### config.mk
export PLATFORM = sky130hd
export DESIGN_NAME = dspl_ctrl_hub75
export DESIGN_NICKNAME = d
export VERILOG_FILES = /design/src/rtl/dspl_ctrl_hub75.sv
export SDC_FILE = /design/constraint.sdc
export NUM_CORES = 1
export LEC_CHECK = 0
export BUFFER_PORTS_ARGS = -buffer_cell sky130_fd_sc_hd__buf_2
export CAP_MARGIN = 25
export CORE_MARGIN = 10
export CORE_UTILIZATION = 45
export DETAILED_ROUTE_END_ITERATION = 12
export MAX_ROUTING_LAYER = met4
export PLACE_DENSITY = 0.72
export SLEW_MARGIN = 20
export SYNTH_ARGS = -nofsm -noshare
export SYNTH_HDL_FRONTEND = slang
export SYNTH_SLANG_ARGS = --single-unit
### constraint.sdc
create_clock -name clk -period 2.3 [get_ports clk]
set_input_delay 0.69 -clock clk [delete_from_list [all_inputs] [get_ports clk]]
set_output_delay 0.69 -clock clk [all_outputs]
set_load 0.01 [all_outputs]
### src/rtl/dspl_ctrl_hub75.sv
// dspl_ctrl_hub75: HUB75 64x32 scan controller with 4-plane binary code modulation.
// Define DSPL_CTRL_DEADTIME_EN to insert a blanked DEADTIME state before each new row.
module dspl_ctrl_hub75 #(
    parameter int CLK_DIV  = 4,
    parameter int BASE_ON  = 32,
    parameter int DEADTIME = 8
) (
    input  logic        clk,
    input  logic        rst,
    input  logic [11:0] din_top,
    input  logic [11:0] din_btm,
    output logic [9:0]  r_addr,
    output logic        sclk,
    output logic        latch,
    output logic        blank,
    output logic [2:0]  dout_top,
    output logic [2:0]  dout_btm,
    output logic [3:0]  row_sel
);
    localparam int PW = $clog2(CLK_DIV);
    localparam int TW = $clog2((BASE_ON << 3) + DEADTIME + 1);

    typedef enum logic [1:0] {SHIFT, LATCH, DEAD, DISPLAY} state_t;

    state_t        st, nxt;
    logic [PW-1:0] ph;
    logic [6:0]    col;
    logic [TW-1:0] tmr, on_last;
    logic [1:0]    b;
    logic [3:0]    row;

    assign on_last = TW'((BASE_ON << b) - 1);

    always_comb begin
        nxt = st;
        case (st)
            SHIFT:   nxt = col[6] ? LATCH : SHIFT;
`ifdef DSPL_CTRL_DEADTIME_EN
            LATCH:   nxt = (b == 2'd0) ? DEAD : DISPLAY;
            DEAD:    nxt = (tmr == TW'(DEADTIME - 1)) ? DISPLAY : DEAD;
`else
            LATCH:   nxt = DISPLAY;
`endif
            DISPLAY: nxt = (tmr == on_last) ? SHIFT : DISPLAY;
            default: nxt = SHIFT;
        endcase
    end

    always_ff @(posedge clk) begin
        if (rst) begin
            st       <= SHIFT;
            ph       <= '0;
            col      <= '0;
            tmr      <= '0;
            b        <= '0;
            row      <= '0;
            row_sel  <= '0;
            dout_top <= '0;
            dout_btm <= '0;
        end else begin
            st  <= nxt;
            tmr <= (nxt != st) ? '0 : tmr + 1'b1;
            // col reaching 64 marks the trailing overlap cycle that ends SHIFT
            if (st == SHIFT && !col[6]) begin
                ph <= (ph == PW'(CLK_DIV - 1)) ? '0 : ph + 1'b1;
                if (ph == PW'(CLK_DIV - 1))
                    col <= col + 1'b1;
                if (ph == PW'(1)) begin
                    dout_top <= {din_top[{2'd2, b}], din_top[{2'd1, b}], din_top[{2'd0, b}]};
                    dout_btm <= {din_btm[{2'd2, b}], din_btm[{2'd1, b}], din_btm[{2'd0, b}]};
                end
            end
            if (st == DISPLAY && nxt == SHIFT) begin
                col <= '0;
                b   <= b + 1'b1;
                if (b == 2'd3)
                    row <= row + 1'b1;
            end
`ifdef DSPL_CTRL_DEADTIME_EN
            if (st == LATCH && nxt == DEAD)
                row_sel <= row;
`else
            if (st == SHIFT && nxt == LATCH)
                row_sel <= row;
`endif
        end
    end

    assign r_addr = {row, col[6] ? 6'd63 : col[5:0]};
    assign sclk   = (st == SHIFT) && ((ph > PW'(CLK_DIV / 2)) || (ph == '0 && col != '0));
    assign latch  = (st == LATCH);
    assign blank  = (st != DISPLAY);
endmodule

* Word-level counts from Yosys, hierarchy flattened
Cells that the tools add are included.
** Storage, ports and cells
- Bits in registers :: 36
- Input bits :: 26
- Logic and storage cells :: 62
** Operators by class
- Add/subtract/negate cells :: 6
- $lt $le $gt $ge :: 4
- Equality and inequality tests :: 9
- Shift-type cells :: 1
- Muxes and demuxes :: 17
- Reductions and logical operators :: 16
** Operators by type and width (number)
- 1-bit binary-select mux with 2-bit select :: 6
- 9-bit by 1-bit adder with 9-bit output (second input constant) :: 1
- 9-bit == test :: 1
- 6-bit by 2-bit left shift with 9-bit output (first input constant) :: 1
- 9-bit by 2-bit subtractor with 9-bit output (second input constant) :: 1
- 7-bit by 1-bit adder with 7-bit output (second input constant) :: 1
- 1-bit 2-to-1 mux :: 7
- 7-bit nonzero test :: 1
- 2-bit by 1-bit == test with 1-bit output (second input constant) :: 3
- 2-bit == test (second input constant) :: 3
- 2-bit zero test :: 3
- 6-bit 2-to-1 mux :: 1
- 2-bit case mux with 3 select lines :: 1
- 2-bit AND reduction :: 3
- 1-bit logical AND :: 5
- 2-bit by 5-bit less-than comparator with 1-bit output (second input constant) :: 1
- 3-bit by 5-bit less-than comparator with 1-bit output (second input constant) :: 1
- 4-bit by 5-bit less-than comparator with 1-bit output (second input constant) :: 1
- 2-bit by 1-bit adder with 2-bit output (second input constant) :: 2
- 4-bit by 1-bit adder with 4-bit output (second input constant) :: 1
- 2-bit 2-to-1 mux :: 2
- 2-bit OR reduction :: 2
- 2-bit greater-than comparator (second input constant) :: 1
- 2-bit != test :: 1
- 3 further kinds :: 3

* Depth between registers and ports, before layout
Gate-level depths: netlist of the first run.
- Depth after elaboration :: 8
- Depth in mapped cells :: 8
- Gate-level depth less buffers :: 6

* Least setup slack after synthesis of the first run
No wires, ideal clock.
- Kind :: reg-to-reg
- Start point :: register b[0]
- End point :: register row[3]
- Library setup time :: 0.123 ns
- Arrival time :: 2.256 ns
- Required time :: 2.177 ns
- Setup slack :: -0.079 ns
- Cell stages (with the launch flop) :: 9
- Buffers on the path :: 2
- Path through :: dfxtp_1 clkbuf_1 inv_1 ha_1 xor3_2 nand2_2 buf_6 nor4_4 mux2_1
** Between the ends
- Word-level cells in the longest chain between the ends :: 8
- Elaborated cells on any way between the ends :: 9
- Classes of those cells :: add/sub: 1; eq/ne: 2; shift: 1; mux: 2; reduce/logical: 3
** RTL lines
- start, declared :: line 29 : logic [1:0] b;
- start signal, assigned :: line 75 : b <= b + 1'b1;
- 6-bit by 2-bit left shift with 9-bit output :: line 32 : assign on_last = TW'((BASE_ON << b) - 1);
- 9-bit by 2-bit subtractor with 9-bit output :: line 32
- 9-bit == test :: line 44 : DISPLAY: nxt = (tmr == on_last) ? SHIFT : DISPLAY;
- 2-bit 2-to-1 mux :: line 44
- 2-bit case mux with 3 select lines :: line 36 : case (st)
- 2-bit zero test :: line 73 : if (st == DISPLAY && nxt == SHIFT) begin
- 1-bit logical AND :: line 73
- 2-bit AND reduction (no source line) *
- end signal, assigned :: line 77 : row <= row + 1'b1;
- end, declared :: line 30 : logic [3:0] row;
Every way passes the cells marked *; elsewhere a longest branch is shown, timed or not.
A chain may end at the register's enable or synchronous reset.

* Worst setup path after layout of the first run
- Start point :: register col[6]
- End point :: output sclk
** Between the ends
- Word-level cells in the longest chain between the ends :: 4
** RTL lines
- start, declared :: line 27 : logic [6:0] col;
- start signal, assigned :: line 67 : col <= col + 1'b1;
- 7-bit nonzero test :: line 90 : assign sclk = (st == SHIFT) && ((ph > PW'(CLK_DIV / 2)) || (ph == '0 && col != '0));
- 1-bit logical AND :: line 90
- 1-bit logical OR :: line 90
- 1-bit logical AND :: line 90
- end, declared :: line 13 : output logic sclk,
No other way between the ends.

==> reports/results.txt, run 1 <==
Final period utilization -> 103.0%
Violated checks -> setup timing
DRT Pass-1 Iters -> 4
Starting Density -> 46.12%
Delay-heaviest family, CP -> simple AND/OR/NAND/NOR gates
Final global-route overflow total -> 0
Slew HR -> 69.87%
Setup tns final -> -0.06969 ns
Worst r2r dst -> row[3]
N_diodes -> 0
Worst R2R Path Depth -> 6
Layout area overhead -> 20.47%
Final Hold Fails -> 0
Status -> finished with violations
Reg2Reg Setup Slack -> 0.27 ns
Critical path arrival -> 1.68 ns
RSZ-0062 raised after global routing -> true
Final ANT Viol Nets -> 0
Clk pin slew, worst setup/hold paths -> 0.06 ns
Measured slew at the worst slew-check pin -> 0.4513 ns
Nets -> 293
Share of cells above drive strength 1 -> 35.69%
Crit path largest cell delay -> 0.49 ns
WHS Endpoint -> tmr[0]
DP Wirelength -> 3103 µm
GP Congestion -> 0.7948
Hold Crit Class -> reg2reg
Full die area -> 0.007455 mm²
Syn. warnings -> 0
Initial antenna violation count -> 0
First-pass GRT wire length -> 7238 µm
Hold Startpoint -> tmr[0]
CP endpoint kind -> output pin
Htree depth -> 2
Cell Area, Synth -> 0.001981 mm²
Maximum clock rate -> 0.4220 GHz
TritonCTS clock tree -> built
Worst r2r src -> b[0]
Sequential cell area -> 724.4 µm²
Hold buffers post-CTS -> 0
Slew Viols, Final -> 0
Vias per cell -> 5.150
CP Depth -> 5
Sequential-to-total area share from yosys stat -> 36.39%
Vias in the first global route -> 1625
Port bufs -> 48
Seq cells post-synth -> 36
Clk buf depth -> 2
Worst path buffer plus inverter count -> 1
Clk sinks -> 36
I/O Pins -> 49
Hold_ws -> 0.4550 ns
Crit Path Category -> reg2out
Filler cells -> 400
Crit-path slowest cell -> or4_4
Die W -> 86.35 µm
Post-synth EDFFs -> 0
FP Rows -> 24
Peak VDD IR -> 0.4351 mV
Vias -> 1581
Drt wl/cell -> 13.23 µm
Multi-input gate area -> 0.001181 mm²
Library cells used by synthesis -> 39
Iteration-0 DRC Markers -> 91
Wirelength, routed -> 4062 µm
Ys flop type -> dfxtp_1
Clock Latency Late Sink -> 0.28 ns
Startpoint types -> flip-flop
Die H -> 86.35 µm
Setup WS pre-CTS -> 0.1228 ns
Worst endpoint required time -> 1.61 ns
Root buf cell -> clkbuf_8
Clock Skews -> 0.001899 ns
Post-Synthesis Mean Instance Area -> 9.805 µm²
Worst setup margin -> -0.06969 ns
Post-synthesis net count -> 240
Leakage power -> 1.055 nW
Worst Hold Depth -> 1
Minimum clock period -> 2.370 ns
Final setup fails -> 1
Largest net degree at the start of global routing -> 23
Core ar. -> 0.004294 mm²
DRC Markers -> 0
CP cell instances -> or2_4, or4_4, a21oi_2, nor3_1, buf_2
Max Cap Viol -> 0
Worst-path maximum fanout -> 2
PwrDens -> 580.0 mW/mm²
GRT Total Usage -> 11.84%
CTS buffer count -> 5
Cells after Synth -> 202
Post-synth ARST share -> 0%
CP Launch Point -> col[6]
## logic make-up after synthesis
group           after synthesis  synth area share [%]
simple gates                 81                 22.68
flops                        36                 36.39
compound gates               20                 7.834
buf+inv                      20                 4.485
mux                          17                 12.44
xor+xnor                     16                 8.591
fa+ha+maj                    12                 7.580
## per-stage QoR
step / instances / area (µm²) / utilization [%] / power [mW]
3_5_place_dp: 297 / 2272 / 52.91 / 0.9835
3_3_place_gp: 297 / 2272 / 52.91 / 0.9766
4_1_cts: 307 / 2376 / 55.33 / 1.398
5_1_grt: 307 / 2386 / 55.57 / 1.475
2_1_floorplan: 202 / 1982 / - / 0.9034
6_report: 307 / 2386 / 55.57 / 1.384
## worst register-to-register path: cells and delay by family (launching register included)
kind          cells  cell delay [ns]
buf+inv           1             0.08
mux               1             0.34
flops             1             0.38
xor+xnor          1             0.41
simple gates      2             0.51
fa+ha+maj         1             0.22
## state kept, by name, indices dropped and copies added (netlist names)
name,flops
b,2
ph,2
col,7
dout_top,3
row,4
tmr,9
dout_btm,3
row_sel,4
st,2
## placed cells by master, fill, tap and decap left out, types with 2 or more instances in the layout
master    netlist  final
buf_2           5     48
nor2_1         34     34
dfxtp_1        36     33
ha_1           12     12
mux2i_1        10     10
inv_1          10      9
a21oi_1        10      9
buf_4           0      8
nand2_1         7      7
xor2_1          7      7
xnor2_1         7      7
nand3_1         7      7
or2_2           7      6
nand4_1         6      6
mux4_2          6      6
clkbuf_8        0      5
o31ai_1         4      4
and3_1          3      3
dfxtp_2         0      3
nor2b_1         2      2
nor3_1          2      2
and4_1          2      2
o31ai_4         2      2
## layer usage
metal  part of all wire (%)  wire length, µm  track usage (%)  vias to the layer above
met2                     43             1744            18.19                       50
met1                     44             1804            13.38                      717
met3                     11              435            5.253                        7
met4                    1.9               77            4.124                        0
li1                       -                -                -                      807
met5                      0                0                -                        -
## power breakdown
part / total [mW] / internal, mW / switching [mW]
combinational: 0.263 / 0.129 / 0.134
sequential: 0.713 / 0.668 / 0.0451
clock: 0.408 / 0.205 / 0.202
total: 1.38 / 1.00 / 0.382
## what timing repair did
action,CTS,global route
pin swaps,2,4
resized for setup,4,3
setup buffers,3,0
endpoints found under the setup margin,1,1
## cell type report
class	instances	area share [%]
Multi-Input combinational cell	146	49.50
Sequential cell	36	30.36
Timing Repair Buffer	56	12.59
Clock buffer	6	3.041
Tap cell	52	2.727
Inverter	10	1.573
Clock inverter	1	0.2098
## worst max-delay path by stage
stage / to
final: sclk
after global routing: sclk
after CTS: sclk
after detailed placement: sclk
after global placement: sclk
after floorplan: row[3]
## cells in the mapped netlist, types with 2 or more instances
library cell  instances  area share, %
and3_1                3           0.95
mux2i_1              10            5.1
xor2_1                7            3.1
xnor2_1               7            3.1
or4_1                 2           0.76
nor2b_1               2           0.63
nor2_1               34            6.4
nand2_1               7            1.3
nor3_1                2           0.51
o31ai_1               4            1.5
dfxtp_1              36             36
nand4_1               6            1.9
or2_2                 7            2.2
clkbuf_1              4           0.76
mux4_2                6            6.8
inv_1                10            1.9
buf_2                 5            1.3
and4_1                2           0.88
nand3_1               7            1.8
a21oi_1              10            2.5
o31ai_4               2            2.1
ha_1                 12            7.6
Note: power is estimated with default switching activity, not from simulation.
==> run 2, diff against run 1 <==
ABC_AREA = 1   (was unset)
==> run 2 against run 1 <==
- the flow now finishes without violations
- clock skew increased by 0.0044 ns
- synthesized area decreased by 2.7%
- via count increased by 15%
- cell area decreased by 1.7%
- die area decreased by 2.1%
- sequential power decreased by 7.0%
- cell count increased by 21%
- largest cell class unchanged
- highest routed layer unchanged
==> reports/results.txt, run 2 <==
Multi-input gate area -> 0.001054 mm²
WHS Endpoint -> tmr[0]
Crit path largest cell delay -> 0.35 ns
DRT Pass-1 Iters -> 4
Ys flop type -> dfxtp_1
Worst R2R Path Depth -> 12
Largest net degree at the start of global routing -> 18
Leakage power -> 1.127 nW
Status -> complete, no violations
Synth top area cells -> dfxtp_1 (37%), nor2_1 (9.2%), ha_1 (7.8%)
Final Hold Fails -> 0
Most common cell in the netlist -> nor2_1
Hold buffers post-CTS -> 0
CTS buffer count -> 5
Cells after Synth -> 263
Largest register FFs -> 9
Root buf cell -> clkbuf_8
Final ANT Viol Nets -> 0
Clock Latency Late Sink -> 0.29 ns
Worst-path maximum fanout -> 4
Worst r2r src -> b[1]
Commonest non-fill, non-tap cell in the layout -> buf_2
Clk pin slew, worst setup/hold paths -> 0.07 ns
Syn. warnings -> 0
Delay-heaviest family, CP -> flip-flops
Cell Area, Synth -> 0.001927 mm²
RSZ-0062 raised after global routing -> false
Slew HR -> 67.49%
Synth area leader -> dfxtp_1
Die W -> 85.44 µm
TritonCTS clock tree -> built
Critical path arrival -> 1.42 ns
Library cells used by synthesis -> 28
PwrDens -> 531.8 mW/mm²
Seq cells post-synth -> 36
N_diodes -> 0
Final global-route overflow total -> 0
Cell area after layout -> 0.002345 mm²
Biggest regs -> tmr: 9 flops, col: 7 flops
Post-synth ARST share -> 0%
Setup tns final -> 0 ns
Synth top cells by count -> nor2_1 (47), dfxtp_1 (36), nand2_1 (36), inv_1 (34), o21ai_0 (26)
Clk buf depth -> 2
Worst r2r dst -> row[1]
Post-DP Area -> 0.002250 mm²
Final period utilization -> 91.87%
Measured slew at the worst slew-check pin -> 0.4859 ns
Crit-path slowest cell -> dfxtp_1
Total power -> 1.247 mW
Sequential cell area -> 720.7 µm²
Vias in the first global route -> 1877
Die H -> 85.44 µm
Hold Crit Class -> reg2reg
CP endpoint kind -> output pin
Share of the synthesized area in the top cell type -> 37.40%
Post-CTS setup buffers -> 0
Clock Skews -> 0.006268 ns
Wirelength, routed -> 4422 µm
Starting Density -> 47.49%
Htree depth -> 2
Largest Register -> tmr
Initial antenna violation count -> 0
Core ar. -> 0.004058 mm²
Most frequent cells in the layout -> buf_2 (48), nor2_1 (47), nand2_1 (36), dfxtp_1 (36), inv_1 (33)
Final Util -> 57.79%
Reg2Reg Setup Slack -> 0.39 ns
GP Congestion -> 0.8598
Startpoint types -> flip-flop
Minimum clock period -> 2.113 ns
DRC Markers -> 0
Port bufs -> 48
Iteration-0 DRC Markers -> 45
Post-synthesis net count -> 301
Final setup fails -> 0
Layout area overhead -> 21.69%
Hold Startpoint -> tmr[0]
Crit Path Category -> reg2out
First-pass GRT wire length -> 7741 µm
DP Wirelength -> 3464 µm
Vias per cell -> 4.922
Maximum clock rate -> 0.4733 GHz
I/O Pins -> 49
Worst endpoint required time -> 1.61 ns
Worst Hold Depth -> 1
GRT Total Usage -> 12.90%
Drt wl/cell -> 11.95 µm
Full die area -> 0.007299 mm²
Nets -> 357
Share of cells above drive strength 1 -> 26.56%
Max Cap Viol -> 0
Filler cells -> 396
Post-synth EDFFs -> 0
CP cell instances -> inv_1, ha_1, nand2_1, o41ai_2, a21oi_1, buf_2
Hold_ws -> 0.4481 ns
Peak VDD IR -> 0.2911 mV
Slew Viols, Final -> 0
Post-Synthesis Mean Instance Area -> 7.326 µm²
Sequential-to-total area share from yosys stat -> 37.40%
Clk sinks -> 36
Worst path buffer plus inverter count -> 2
FP Rows -> 23
Vias -> 1821
CTS resizes -> 0
run 2: worst max path at each step:
stage,endpoint,start,depth (start not counted),slack (ns)
global route,sclk,col[0],6,0.04
CTS,sclk,col[0],6,0.11
floorplan,row[1],b[1],12,0.46
finish,sclk,col[1],6,0.19
global placement,sclk,col[0],6,0.46
detailed placement,row[1],b[1],12,0.40
run 2: kinds of logic after synthesis:
| group | share of synthesized area, % |
|---|---|
| and+or+nand+nor | 28.90 |
| AOI/OAI and AO/OA | 13.96 |
| buffers and inverters | 8.312 |
| DFF | 37.40 |
| adders and majority gates | 7.792 |
| xor gates and xnor gates | 3.637 |
run 2: layer usage:
layer,vias up,global-route usage (%),wire length (µm)
met5,-,-,0
met4,0,4.790,58
met3,5,4.111,216
met2,46,21.32,2003
met1,819,14.14,2144
li1,951,-,-
run 2: final cells by class:
class | count | area share [%]
tap | 50 | 2.668
timing repair buffer | 53 | 11.85
inverter | 38 | 6.083
clock buffer | 5 | 2.935
sequential | 36 | 30.74
multi-input combinational | 185 | 44.93
clock inverter | 3 | 0.8004
run 2: power by group:
group / internal (mW) / switching [mW]
Combinational: 0.0615 / 0.0735
Sequential: 0.648 / 0.0158
Clock: 0.211 / 0.238
Total: 0.920 / 0.327
run 2: through the flow:
step	std cells	worst slack [ns]
after floorplan	263	0.4649
after CTS	370	0.1076
after global routing	370	0.04223
after detailed placement	362	0.4022
after global placement	362	0.4618
final	370	0.1870
==> run 3, diff against run 2 <==
ABC_AREA = unset   (was 1)
CTS_CLUSTER_DIAMETER = 60   (was unset)
SETUP_SLACK_MARGIN = 0.3   (was unset)
==> run 3 against run 2 <==
- sequential cell count stayed put
- critical path depth is 1 higher
- the run now ends with setup timing left
- largest power group unchanged
- clock skew is 0.00099 ns lower
- cell count is 17% lower
- count of clock-buffer cells in the layout is 2 higher
- fmax is 8.5% lower
- non-clock buffer count is 3 higher
- power is 17% higher
- wire length is 6.5% lower
- hold slack better by 0.0014 ns
- sequential share of layout area is 0.63 points lower
- sequential power is 7.2% higher
- largest cell class unchanged
==> reports/results.txt, run 3 (synthesis gave the netlist of run 1 again) <==
Vias in the first global route -> 1630
N_diodes -> 0
GP Congestion -> 0.8060
Filler cells -> 374
Final period utilization -> 100.4%
Measured slew at the worst slew-check pin -> 0.4422 ns
Worst-path maximum fanout -> 2
Final ANT Viol Nets -> 0
Largest register FFs -> 9
Clk buf depth -> 2
Clk pin slew, worst setup/hold paths -> 0.07 ns
Vias per cell -> 5.186
Maximum clock rate -> 0.4332 GHz
Clock Skews -> 0.005283 ns
Largest Register -> tmr
Most frequent cells in the layout -> buf_2 (48), nor2_1 (34), dfxtp_1 (29)
Crit Path Category -> reg2out
Wirelength, routed -> 4134 µm
Commonest non-fill, non-tap cell in the layout -> buf_2
Core ar. -> 0.004294 mm²
Leakage power -> 1.078 nW
I/O Pins -> 49
Vias -> 1592
Clock Latency Late Sink -> 0.28 ns
Starting Density -> 46.12%
CTS buffer count -> 5
Drt wl/cell -> 13.47 µm
Die H -> 86.35 µm
Biggest regs -> tmr: 9 flops, col: 7 flops
Critical path arrival -> 1.62 ns
Setup WS pre-CTS -> 0.1981 ns
FP Rows -> 24
Final Util -> 56.61%
GRT Total Usage -> 11.98%
Htree depth -> 2
Cell area after layout -> 0.002431 mm²
Status -> finished with violations
Violated checks -> setup timing
PwrDens -> 600.1 mW/mm²
Minimum clock period -> 2.308 ns
First-pass GRT wire length -> 7348 µm
Hold buffers post-CTS -> 0
Final setup fails -> 1
CP endpoint kind -> output pin
Full die area -> 0.007455 mm²
Startpoint types -> flip-flop
Initial antenna violation count -> 0
Multi-input gate area -> 0.001187 mm²
Die W -> 86.35 µm
RSZ-0062 raised after global routing -> true
DRC Markers -> 0
Post-DP Area -> 0.002268 mm²
Worst setup margin -> -0.008454 ns
Slew HR -> 70.39%
Final global-route overflow total -> 0
Nets -> 293
Share of cells above drive strength 1 -> 38.04%
DP Wirelength -> 3215 µm
Sequential cell area -> 732.0 µm²
Layout area overhead -> 22.74%
Hold Crit Class -> reg2reg
Max Cap Viol -> 0
DRT Pass-1 Iters -> 4
Port bufs -> 48
Clk sinks -> 36
TritonCTS clock tree -> built
Iteration-0 DRC Markers -> 110
Root buf cell -> clkbuf_8
Largest net degree at the start of global routing -> 23
Final Hold Fails -> 0
Slew Viols, Final -> 0
Peak VDD IR -> 0.2435 mV
Worst endpoint required time -> 1.61 ns
run 3: cell count changes in the layout (fill, tap and decap cells not counted), sizes merged, moves of 7 or more:
cell	change
nand2	-35
xnor2	+7
o21ai	-27
inv	-26
or2	+7
mux2i	+10
nor2	-20
run 3: critical path, cell delays in order (launching register included):
cell	delay [ns]
dfxtp_2	0.33
inv_2	0.05
ha_1	0.12
nand2b_1	0.05
or4_4	0.48
a21oi_2	0.12
nor3_1	0.04
buf_2	0.15
run 3: layer usage:
layer	share of wire (%)	global-route usage [%]	vias to the layer above
li1	-	-	809
met5	0	-	-
met2	45	19.53	43
met1	44	13.17	735
met3	10	4.503	5
met4	0.75	3.976	0
run 3: repair_timing:
item | CTS | global route
gates resized for setup | 6 | 6
pin swaps | 2 | 1
buffers inserted | 3 | 1
endpoints found under the setup margin | 2 | 14
run 3: final timing paths:
kind | start | to | slack (ns) | cells after the start
max reg2reg | b[0] | row[3] | 0.43 | 5
min reg2reg | tmr[0] | tmr[0] | 0.45 | 1
min | tmr[0] | tmr[0] | 0.45 | 1
max | col[1] | sclk | -0.008 | 7
run 3: report_power, final:
part / internal (mW) / leakage, nW / switching, mW
clock: 0.266 / 0.0503 / 0.204
combinational: 0.139 / 0.732 / 0.138
sequential: 0.667 / 0.296 / 0.0441
total: 1.07 / 1.08 / 0.386
run 3: cell type report:
| class | count | share of cell area (%) |
|---|---|---|
| Multi-Input combinational cell | 146 | 48.84 |
| Sequential cell | 36 | 30.11 |
| Timing Repair Buffer | 56 | 12.87 |
| Clock buffer | 7 | 3.963 |
| Tap cell | 52 | 2.676 |
| Inverter | 10 | 1.544 |
run 3: per-stage QoR:
stage	hold slack (ns)	TNS, ns	std cells	power (mW)
2_1_floorplan	0.4175	0	202	0.9034
3_3_place_gp	0.4326	0	296	0.9755
3_5_place_dp	0.4450	0	296	0.9836
4_1_cts	0.4568	-0.03567	306	1.465
5_1_grt	0.4989	-0.1141	307	1.547
6_report	0.4495	-0.008454	307	1.459
